`src/rtl/imem_boot_loader.sv`:
```
`timescale 1ns/1ps
// -----------------------------------------------------------------------------
// imem_boot_loader
//   Boot-time controller for the core's instruction memory. It receives a
//   program as a byte stream (valid/ready) and assembles little-endian 32-bit
//   words. It writes the words to consecutive word addresses starting at 0,
//   and keeps the CPU in reset while the load runs. It owns the imem address
//   port and releases the CPU once the last word has been written.
//
// Ports
//   clk          in   1   single clock, rising edge
//   rst          in   1   synchronous, active-high reset
//   start        in   1   one-cycle pulse, begins a load (IDLE/DONE/ERR only)
//   word_count   in   11  words to load, legal 1..NUM_OF_INST
//   byte_valid   in   1   byte_data valid
//   byte_data    in   8   program byte, little-endian within a word
//   byte_ready   out  1   loader accepts a byte this cycle
//   pc_address   in   32  CPU fetch byte address
//   imem_addr    out  32  byte address to the instruction memory
//   mem_we       out  1   one-cycle write strobe per word
//   mem_wdata    out  32  assembled instruction word
//   cpu_rst      out  1   core reset, high until the load completes
//   busy         out  1   loading
//   done         out  1   load complete
//   error        out  1   bad word_count or byte timeout
// -----------------------------------------------------------------------------
module imem_boot_loader #(
  parameter int NUM_OF_INST = 1024,
  parameter int TIMEOUT     = 65535
) (
  input  logic        clk,
  input  logic        rst,
  input  logic        start,
  input  logic [10:0] word_count,
  input  logic        byte_valid,
  input  logic [7:0]  byte_data,
  output logic        byte_ready,
  input  logic [31:0] pc_address,
  output logic [31:0] imem_addr,
  output logic        mem_we,
  output logic [31:0] mem_wdata,
  output logic        cpu_rst,
  output logic        busy,
  output logic        done,
  output logic        error
);

  localparam int PW = (NUM_OF_INST > 1) ? $clog2(NUM_OF_INST) : 1;
  localparam int AZ = 32 - PW - 2;
  localparam int IW = $clog2(TIMEOUT + 1);
  localparam logic [IW-1:0] IDLE_LAST = IW'(TIMEOUT - 1);
  localparam logic [10:0]   MAX_WORDS = 11'(NUM_OF_INST);

  typedef enum logic [1:0] {
    ST_IDLE = 2'd0,
    ST_LOAD = 2'd1,
    ST_DONE = 2'd2,
    ST_ERR  = 2'd3
  } state_t;

  state_t         state_r,   state_next_s;
  logic [PW-1:0]  ptr_r,     ptr_next_s;
  logic [PW-1:0]  waddr_r,   waddr_next_s;
  logic [1:0]     idx_r,     idx_next_s;
  logic [31:0]    asm_r,     asm_next_s;
  logic [10:0]    count_r,   count_next_s;
  logic [IW-1:0]  idle_r,    idle_next_s;
  logic           we_r,      we_next_s;
  logic [31:0]    wdata_r,   wdata_next_s;

  logic accept_s;
  logic start_ok_s;
  logic last_word_s;

  assign accept_s    = byte_valid & (state_r == ST_LOAD);
  assign start_ok_s  = (word_count != 11'd0) && (word_count <= MAX_WORDS);
  assign last_word_s = (11'(ptr_r) == (count_r - 11'd1));

  assign byte_ready = (state_r == ST_LOAD);
  assign busy       = (state_r == ST_LOAD);
  assign done       = (state_r == ST_DONE);
  assign error      = (state_r == ST_ERR);
  assign mem_we     = we_r;
  assign mem_wdata  = wdata_r;

  // The write cycle uses the latched write address: ptr has already moved on.
  assign imem_addr = we_r ? {{AZ{1'b0}}, waddr_r, 2'b00} :
                     (state_r == ST_LOAD) ? {{AZ{1'b0}}, ptr_r, 2'b00} :
                     pc_address;

  // The core stays in reset until the trailing write of the last word retires.
  assign cpu_rst = ~((state_r == ST_DONE) & ~we_r);

  // Next-state and datapath update for the load sequencer.
  always_comb begin
    state_next_s = state_r;
    ptr_next_s   = ptr_r;
    waddr_next_s = waddr_r;
    idx_next_s   = idx_r;
    asm_next_s   = asm_r;
    count_next_s = count_r;
    idle_next_s  = idle_r;
    we_next_s    = 1'b0;
    wdata_next_s = wdata_r;

    case (state_r)
      ST_IDLE, ST_DONE, ST_ERR: begin
        if (start) begin
          if (start_ok_s) begin
            state_next_s = ST_LOAD;
            ptr_next_s   = '0;
            idx_next_s   = 2'd0;
            asm_next_s   = 32'd0;
            idle_next_s  = '0;
            count_next_s = word_count;
          end else begin
            state_next_s = ST_ERR;
          end
        end else begin
          state_next_s = state_r;
        end
      end

      ST_LOAD: begin
        if (accept_s) begin
          idle_next_s = '0;
          idx_next_s  = idx_r + 2'd1;
          if (idx_r == 2'd3) begin
            we_next_s    = 1'b1;
            wdata_next_s = {byte_data, asm_r[23:0]};
            waddr_next_s = ptr_r;
            if (last_word_s) begin
              // ptr stays on the last word so it never leaves the legal range
              state_next_s = ST_DONE;
            end else begin
              ptr_next_s = ptr_r + PW'(1);
            end
          end else begin
            asm_next_s[{idx_r, 3'b000} +: 8] = byte_data;
          end
        end else if (idle_r == IDLE_LAST) begin
          // the partial word is simply abandoned, nothing is written
          state_next_s = ST_ERR;
        end else begin
          idle_next_s = idle_r + IW'(1);
        end
      end

      default: begin
        state_next_s = ST_IDLE;
      end
    endcase
  end

  // State and datapath registers with synchronous reset.
  always_ff @(posedge clk) begin
    if (rst) begin
      state_r <= ST_IDLE;
      ptr_r   <= '0;
      waddr_r <= '0;
      idx_r   <= 2'd0;
      asm_r   <= 32'd0;
      count_r <= 11'd0;
      idle_r  <= '0;
      we_r    <= 1'b0;
      wdata_r <= 32'd0;
    end else begin
      state_r <= state_next_s;
      ptr_r   <= ptr_next_s;
      waddr_r <= waddr_next_s;
      idx_r   <= idx_next_s;
      asm_r   <= asm_next_s;
      count_r <= count_next_s;
      idle_r  <= idle_next_s;
      we_r    <= we_next_s;
      wdata_r <= wdata_next_s;
    end
  end

endmodule

```
`config.mk`:
```
export PLATFORM = sky130hd
export DESIGN_NAME = imem_boot_loader
export DESIGN_NICKNAME = d
export VERILOG_FILES = /design/src/rtl/imem_boot_loader.sv
export SDC_FILE = /design/constraint.sdc
export NUM_CORES = 1
export LEC_CHECK = 0
export CAP_MARGIN = 0
export CORE_UTILIZATION = 40
export CTS_CLUSTER_DIAMETER = 80
export CTS_CLUSTER_SIZE = 16
export DETAILED_ROUTE_END_ITERATION = 12
export PLACE_DENSITY = 0.63
export SETUP_SLACK_MARGIN = 0.15
export SLEW_MARGIN = 0
export SYNTH_ARGS = -nofsm -noshare
export SYNTH_HDL_FRONTEND = slang
export SYNTH_SLANG_ARGS = --single-unit
export TNS_END_PERCENT = 50
```
`constraint.sdc`:
```
create_clock -name clk -period 2.5 [get_ports clk]
set_input_delay 0.75 -clock clk [delete_from_list [all_inputs] [get_ports clk]]
set_output_delay 0.75 -clock clk [all_outputs]
set_load 0.01 [all_outputs]
```
# Word-level counts from Yosys, hierarchy flattened
# Cells that the tools add are included.
dict set report word_totals {
  regBits 116
  output_inout_bits 70
  in_bits 55
  elab_cells 82
}
dict set report classes {
  eq_ne 16
  n_bitwise 6
  muxes 31
  magnitude_cmp 1
  addsub 5
  n_shift 2
  n_reduce_logical 12
}
# operator n
set op_table {}
lappend op_table {{32-bit 2-to-1 mux} 6}
lappend op_table {{16-bit 2-to-1 mux} 4}
lappend op_table {{32-bit one-hot mux with 2 select lines} 1}
lappend op_table {{10-bit 2-to-1 mux} 5}
lappend op_table {{32-bit bitwise mux} 1}
lappend op_table {{16-bit one-hot mux with 2 select lines} 1}
lappend op_table {{8-bit by 7-bit variable shift with 32-bit output (first input constant)} 1}
lappend op_table {{8-bit by 7-bit indexed part select with 32-bit output} 1}
lappend op_table {{10-bit one-hot mux with 2 select lines} 1}
lappend op_table {{2-bit 2-to-1 mux} 9}
lappend op_table {{16-bit by 1-bit adder with 16-bit output (second input constant)} 1}
lappend op_table {{16-bit == test (second input constant)} 1}
lappend op_table {{3-bit AND reduction} 4}
lappend op_table {{10-bit by 11-bit == test with 1-bit output} 1}
lappend op_table {{11-bit less-or-equal comparator (second input constant)} 1}
lappend op_table {{11-bit nonzero test} 1}
lappend op_table {{11-bit by 1-bit subtractor with 11-bit output (second input constant)} 1}
lappend op_table {{10-bit by 1-bit adder with 10-bit output (second input constant)} 1}
lappend op_table {{2-bit inequality test (second input constant)} 4}
lappend op_table {{2-bit one-hot mux with 2 select lines} 2}
lappend op_table {{4-bit AND reduction} 2}
lappend op_table {{5-bit negation with 7-bit output} 1}
lappend op_table {{2-bit == test (second input constant)} 3}
lappend op_table {{3-bit by 2-bit inequality test with 1-bit output (second input constant)} 2}
lappend op_table {{other kinds (12)} 18}

# Depth between registers and ports, before layout
# Gate-level depths: netlist of the first run.
dict set report logic_depth {
  ltp_word 6
  depth_mapped 10
  mapped_depth_nobuf 9
}

# Worst setup path before layout of the first run
# Ideal clock, no wire load.
dict set report synth_path {
  kind {register to output}
  startpoint {register state_r[1]}
  endpoint {output imem_addr[9]}
  arrival_ps 1538
  path_stages_with_launch 7
  t_required_ps 1750
  path_slack_ps 212
  path_buffers 3
  path_cell_list {dfxtp_1 -> nand2b_1 -> buf_2 -> clkbuf_1 -> buf_2 -> mux2i_1 -> o21ai_0}
}
dict set report synth_between {
  elab_chain_cells 3
}
# item line_no
set synth_lines {}
lappend synth_lines {{start, declared} 61} ;# state_t state_r, state_next_s;
lappend synth_lines {{start signal, assigned} 168} ;# state_r <= state_next_s;
lappend synth_lines {{2-bit by 1-bit == test with 1-bit output} 88} ;# (state_r == ST_LOAD) ? {{AZ{1'b0}}, ptr_r, 2'b00} :
lappend synth_lines {{32-bit 2-to-1 mux} 88}
lappend synth_lines {{32-bit 2-to-1 mux} 87} ;# assign imem_addr = we_r ? {{AZ{1'b0}}, waddr_r, 2'b00} :
lappend synth_lines {{end, declared} 39} ;# output logic [31:0] imem_addr,
# Every way passes these cells.

# Worst setup path after layout of the first run
dict set report layout_path {
  startpoint {input pc_address[13]}
  endpoint {output imem_addr[13]}
}
dict set report layout_between {
  elab_chain_cells 2
}
# item line_no
set layout_lines {}
lappend layout_lines {{start, declared} 38} ;# input logic [31:0] pc_address,
lappend layout_lines {{32-bit 2-to-1 mux} 88}
lappend layout_lines {{32-bit 2-to-1 mux} 87}
# Every way passes these cells.

==> results_dict.tcl, run 1 <==
set metrics [dict create \
    pre_cts_ws_ns -0.5114 \
    firstDrtPassIters 5 \
    reg2reg_slack_ns 0.33 \
    synthArstFlopShare 0 \
    drive_gt1_frac 0.1720 \
    overflow 0 \
    maxSlewViolCount 0 \
    crit_fanout 1 \
    path_clk_slew_ns 0.07 \
    rsz0062_at_grt "true" \
    drtIter0Drc 245 \
    crit_end "imem_addr[13]" \
    design_area_um2 7283 \
    ant_nets 0 \
    synth_ff_type "dfxtp_1" \
    fin_crit_ns 2.331 \
    tightest_slew_ns 0.6863 \
    die_x_um 115.0 \
    synth-seq-cells 108 \
    drc 0 \
    synthToLayoutAreaGrowth_pct 42.50 \
    grt_pass1_wl_um 23230 \
    die_area_um2 13230 \
    gp_congestion 0.8267 \
    synth_cell_types 53 \
    cpPeakStageDelay_ns 0.46 \
    switching_power_mw 1.072 \
    grt_pass1_vias 4783 \
    dpl_cell_area_um2 6848 \
    fmax_mhz 429.0 \
    nNetsFinal 878 \
    critPathRequiredTime_ns 1.75 \
    timing_worst_setup_path_type "input port to output pin" \
    hold_viol 0 \
    cts_tree "done" \
    peakVddDrop_mv 0.2939 \
    cp-start-kind "input port" \
    pwr_density_cell_nw_per_um2 529.5 \
    synth_area_per_cell_um2 7.791 \
    rows 40 \
    maxCapViolations 0 \
    num_antenna_cells 0 \
    drt-total-wl_um 14350 \
    synth_top_area_frac 0.4230 \
    seqPwrFrac 0.458 \
    coreArea_um2 12210 \
    fin_setup_tns_ns 0 \
    clkLatencyLatePin_ns 0.35 \
    path_cells "clkdlybuf4s50_1, and2_1, dlygate4sd2_1" \
    avgRoutedWirePerCell_um 14.53 \
    ys_top_cells_by_area "dfxtp_1 42%, nand2_1 12%, a21oi_1 8.6%" \
    vias 5031 \
    numCtsBuffers 9 \
    crit_buf_inv 2 \
    combPwrFrac 0.183 \
    netlist_area_um2 5111 \
    start_util 0.4185 \
    rr_worst_depth 10 \
    ys_warn_count 0 \
    fp.dieH_um 115.0 \
    syn_nets 719 \
    relSlewSlack 0.5413 \
    setup.worst_path.end_class "output pin" \
    grt_max_degree 48 \
    via_per_inst 5.092 \
    fin_crit_sh 0.9323 \
    grt.total_usage 0.2204 \
    fillCellCount 1179 \
    r2r_end "ptr_r[2]$_SDFFE_PP0P_" \
    finalClockSkew_ns 0.008302 \
    crit_path_start "pc_address[13]" \
    synth_top_area_cell "dfxtp_1" \
    cellLeakagePower_nw 2.682 \
    setup_viol 0 \
    p_int_mw 2.784 \
    syn_inst 656 \
    min-delay-start "mem_wdata[25]$_SDFFE_PP0P_" \
    status "completed" \
    clock-sinks 108 \
    cts_buffer_depth 2 \
    hpwl_um 10650 \
    slowest_stage "clkdlybuf4s50_1" \
    ios 125 \
    regToRegStartpoint "count_r[0]$_SDFFE_PP0P_" \
    timing.hold.ws_ns 0.4559 \
    antenna_found_initial 0 \
    final_core_util 0.5964 \
    stdcell_count 988 \
    p_clk_frac 0.359 \
    timing.final.ws_setup_ns 0.1691 \
    final_common_cell "nand2_1" \
    port_buffers 124 \
    placed_cells 969 \
    totalPowerFinal_mw 3.857 \
    cp_data_arrival_time_ns 1.58 \
    switching_share 0.2780 \
    min-delay-path-class "register to register" \
    ys_seq_area_frac 0.4230 \
    postCtsHoldBufs 0 \
    synth_edf_count 0 \
    cp.depth 3 \
    final_cell_mix "163 x nand2_1, 104 x dfxtp_1, 88 x a21oi_1" \
    root_buffer "clkbuf_16" \
    ctsHtreeMaxLevel 3 \
    cp_top_family "buffers and inverters" \
]
[routing by layer]
layer	global-route usage	vias up	share of wire
met1	0.2785	2318	0.45
met3	0.03268	16	0.056
li1	-	2550	-
met2	0.3851	147	0.48
met4	0.07100	0	0.013
met5	0	-	0
[sequential cells by signal, indices dropped and copies added, names as in the netlist]
signal,count
asm_r,24
count_r,11
idle_r,16
idx_r,2
mem_wdata,32
mem_we,1
ptr_r,10
state_r,2
waddr_r,10
[worst min-delay path: cells and delay by family, from the launching register on]
| kind | cells | cell delay, ns |
|---|---|---|
| flops | 1 | 0.31 |
| simple gates | 1 | 0.05 |
| compound gates | 1 | 0.05 |
[synthesized netlist by cell type (7+ instances only)]
master and n:
nand2_1 165, xor2_1 15, dfxtp_1 108, nand3_1 36
nand4_1 9, and3_1 7, xnor2_1 12, nor2_1 37
clkbuf_1 25, and2_1 27, ha_1 8, inv_1 8
nor3_1 9, a21oi_1 88, mux2i_1 11, o21ai_1 7
o21ai_0 13
[worst min path at each step]
| stage | to | depth (start not counted) |
|---|---|---|
| 6_report | mem_wdata[25]$_SDFFE_PP0P_ | 2 |
| 5_1_grt | waddr_r[5]$_SDFFE_PP0P_ | 2 |
| 4_1_cts | mem_wdata[25]$_SDFFE_PP0P_ | 2 |
| 3_5_place_dp | mem_wdata[25]$_SDFFE_PP0P_ | 2 |
| 3_3_place_gp | waddr_r[7]$_SDFFE_PP0P_ | 2 |
| 2_1_floorplan | mem_wdata[0]$_SDFFE_PP0P_ | 2 |
[power groups by stage]
stage               logic [mW]  registers (mW)  clock network (mW)
floorplan                0.334            1.80                   0
global placement         0.679            1.80                   0
detailed placement       0.693            1.80                   0
CTS                      0.696            1.77                1.41
global route             0.763            1.77                1.48
finish                   0.705            1.77                1.38
[layout make-up]
class	count	area, µm²	share of cell area
well taps	168	210.2	0.02886
flip-flops and latches	108	2167	0.2975
inverters	9	33.78	0.004638
multi-input cells	503	2927	0.4018
clock inverters	7	68.82	0.009449
clock buffers	9	225.2	0.03092
repair buffers	184	1652	0.2268
[cells by family after synthesis]
family                     Yosys count  synth area share
and+or+nand+nor                    326            0.3062
AOI/OAI and AO/OA                  131            0.1474
xor gates and xnor gates            27           0.04627
DFF                                108            0.4230
muxes                               11           0.02154
adders and majority gates            8           0.01958
buffers and inverters               45           0.03598
[what timing repair did]
action | in CTS | in global routing
resized for setup | 129 | 25
hold endpoints to repair | 0 | 0
gates cloned | 1 | 0
setup buffers | 0 | 2
pin swaps | 9 | 11
endpoints found under the setup margin | 82 | 81
(Power assumes the default switching activity.)
==> inputs of run 2 (changes only) <==
Settings changed: SLEW_MARGIN 0 to 10.
==> results of run 2 <==
The final DEF is identical to that of run 1; final timing and power are the same.
==> inputs of run 3 (changes only) <==
Settings changed: SETUP_SLACK_MARGIN 0.15 to 0.3.
==> run 3 against run 2 <==
Register-to-register slack barely moved. Final cell count rose by 0.61%. Clock-buffer cell count rose by 2. Routed wire length rose by 1.4%. Total power rose by 4.2%. Critical path depth rose by 4. Critical endpoint is now imem_addr[23].
==> results_dict.tcl, run 3 (same netlist as run 1, synthesis figures left out) <==
set metrics [dict create \
    die_area_um2 13230 \
    clock-sinks 108 \
    path_clk_slew_ns 0.07 \
    maxCapViolations 0 \
    min-delay-path-class "register to register" \
    pre_cts_ws_ns -0.5602 \
    via_per_inst 5.092 \
    fmax_mhz 448.1 \
    root_buffer "clkbuf_16" \
    setup_viol 0 \
    coreArea_um2 12210 \
    ant_nets 0 \
    fin_crit_sh 0.8928 \
    hold_depth 2 \
    grt_pass1_vias 4977 \
    multi_input_area_um2 3052 \
    cts_buffer_depth 2 \
    critPathRequiredTime_ns 1.75 \
    fin_crit_ns 2.232 \
    grt_util_met1 0.2638 \
    avgRoutedWirePerCell_um 14.64 \
    cellLeakagePower_nw 2.900 \
    pwr_density_cell_nw_per_um2 536.8 \
    clkLatencyLatePin_ns 0.35 \
    grt_pass1_wl_um 23120 \
    hpwl_um 10200 \
    hold_end "mem_wdata[24]$_SDFFE_PP0P_" \
    dpl_cell_area_um2 6824 \
    relSlewSlack 0.5832 \
    largest_reg_flops 32 \
    reg2reg_slack_ns 0.34 \
    totalPowerFinal_mw 4.020 \
    drtIter0Drc 263 \
    rows 40 \
    slowest_stage "dfxtp_2" \
    met3_usage 0.04639 \
    grt_max_degree 54 \
    peakVddDrop_mv 0.2943 \
    final_core_util 0.6133 \
    drt-total-wl_um 14550 \
    cp_data_arrival_time_ns 1.48 \
    start_util 0.4185 \
    cts_tree "done" \
    status "completed" \
    grt.total_usage 0.2206 \
    maxSlewViolCount 0 \
    regToRegStartpoint "count_r[0]$_SDFFE_PP0P_" \
    rsz0062_at_grt "true" \
    cpPeakStageDelay_ns 0.33 \
    overflow 0 \
    vias 5061 \
    top_usage_layer "met2" \
    gp_congestion 0.8497 \
    ff_latch_area_um2 2170 \
    timing.final.ws_setup_ns 0.2681 \
    ios 125 \
    drive_gt1_frac 0.2337 \
    drc 0 \
    grt_util_met2 0.3992 \
    critPathMostFrequentCell "buf_6" \
    firstDrtPassIters 4 \
    finalClockSkew_ns 0.007843 \
    crit_fanout 5 \
    min-delay-start "mem_wdata[24]$_SDFFE_PP0P_" \
    port_buffers 124 \
    fillCellCount 1135 \
    nNetsFinal 884 \
    fp.dieH_um 115.0 \
    cp-start-kind "register" \
    final_cell_mix "162 x nand2_1, 102 x dfxtp_1, 86 x a21oi_1" \
    setup.worst_path.end_class "output pin" \
    timing_worst_setup_path_type "register to output pin" \
    rr_worst_depth 9 \
    fin_setup_tns_ns 0 \
    num_antenna_cells 0 \
    numCtsBuffers 9 \
    final_common_cell "nand2_1" \
    postCtsHoldBufs 0 \
    die_x_um 115.0 \
    hold_viol 0 \
    path_cells "nand2b_4, inv_4, nor2_4, buf_6, buf_4, and2_4, buf_6" \
    design_area_um2 7490 \
    antenna_found_initial 0 \
    synthToLayoutAreaGrowth_pct 46.54 \
    tightest_slew_ns 0.6235 \
    ctsHtreeMaxLevel 3 \
    r2r_end "ptr_r[3]$_SDFFE_PP0P_" \
]
-- run 3: cell type report --
class / count / area share
repair buffers: 190 / 0.2274
flip-flops and latches: 108 / 0.2897
well taps: 168 / 0.02807
inverters: 9 / 0.004845
multi-input cells: 503 / 0.4075
clock inverters: 5 / 0.008854
clock buffers: 11 / 0.03375
-- run 3: what timing repair did --
action | in CTS | in global routing
gates resized for setup | 182 | 91
gates cloned | 2 | 0
setup endpoints to repair | 101 | 89
pin swaps | 19 | 39
buffers inserted | 9 | 8
-- run 3: how the worst max path moves through the flow --
stage	from	endpoint	depth (start not counted)
floorplan	word_count[6]	asm_r[13]$_SDFFE_PP0P_	7
global placement	word_count[6]	asm_r[10]$_SDFFE_PP0P_	7
detailed placement	word_count[0]	asm_r[21]$_SDFFE_PP0P_	7
CTS	mem_we$_SDFF_PP0_	cpu_rst	3
global route	state_r[1]$_SDFFE_PP0P_	imem_addr[23]	7
finish	state_r[1]$_SDFFE_PP0P_	imem_addr[23]	7
-- run 3: worst max-delay path, delay by kind of cell (launching register included) --
| family | cells | cell delay [ns] |
|---|---|---|
| flip-flops | 1 | 0.33 |
| buffers and inverters | 4 | 0.38 |
| AND/OR/NAND/NOR | 3 | 0.43 |
-- run 3: where the power goes --
group	internal, mW	leakage, nW	switching (mW)
logic	0.374	1.87	0.378
registers	1.74	0.874	0.0276
clock network	0.845	0.154	0.655
-- run 3: layer usage --
layer  share of wire  wire, µm
met1            0.43      6207
met2            0.51      7437
met3           0.057       831
met4          0.0052        76
met5               0         0
-- run 3: through the flow --
| stage | std cells | hold slack (ns) |
|---|---|---|
| finish | 994 | 0.4564 |
| global route | 994 | 0.4699 |
| CTS | 986 | 0.4580 |
| detailed placement | 959 | 0.4473 |
| global placement | 959 | 0.4435 |
| floorplan | 656 | 0.4321 |
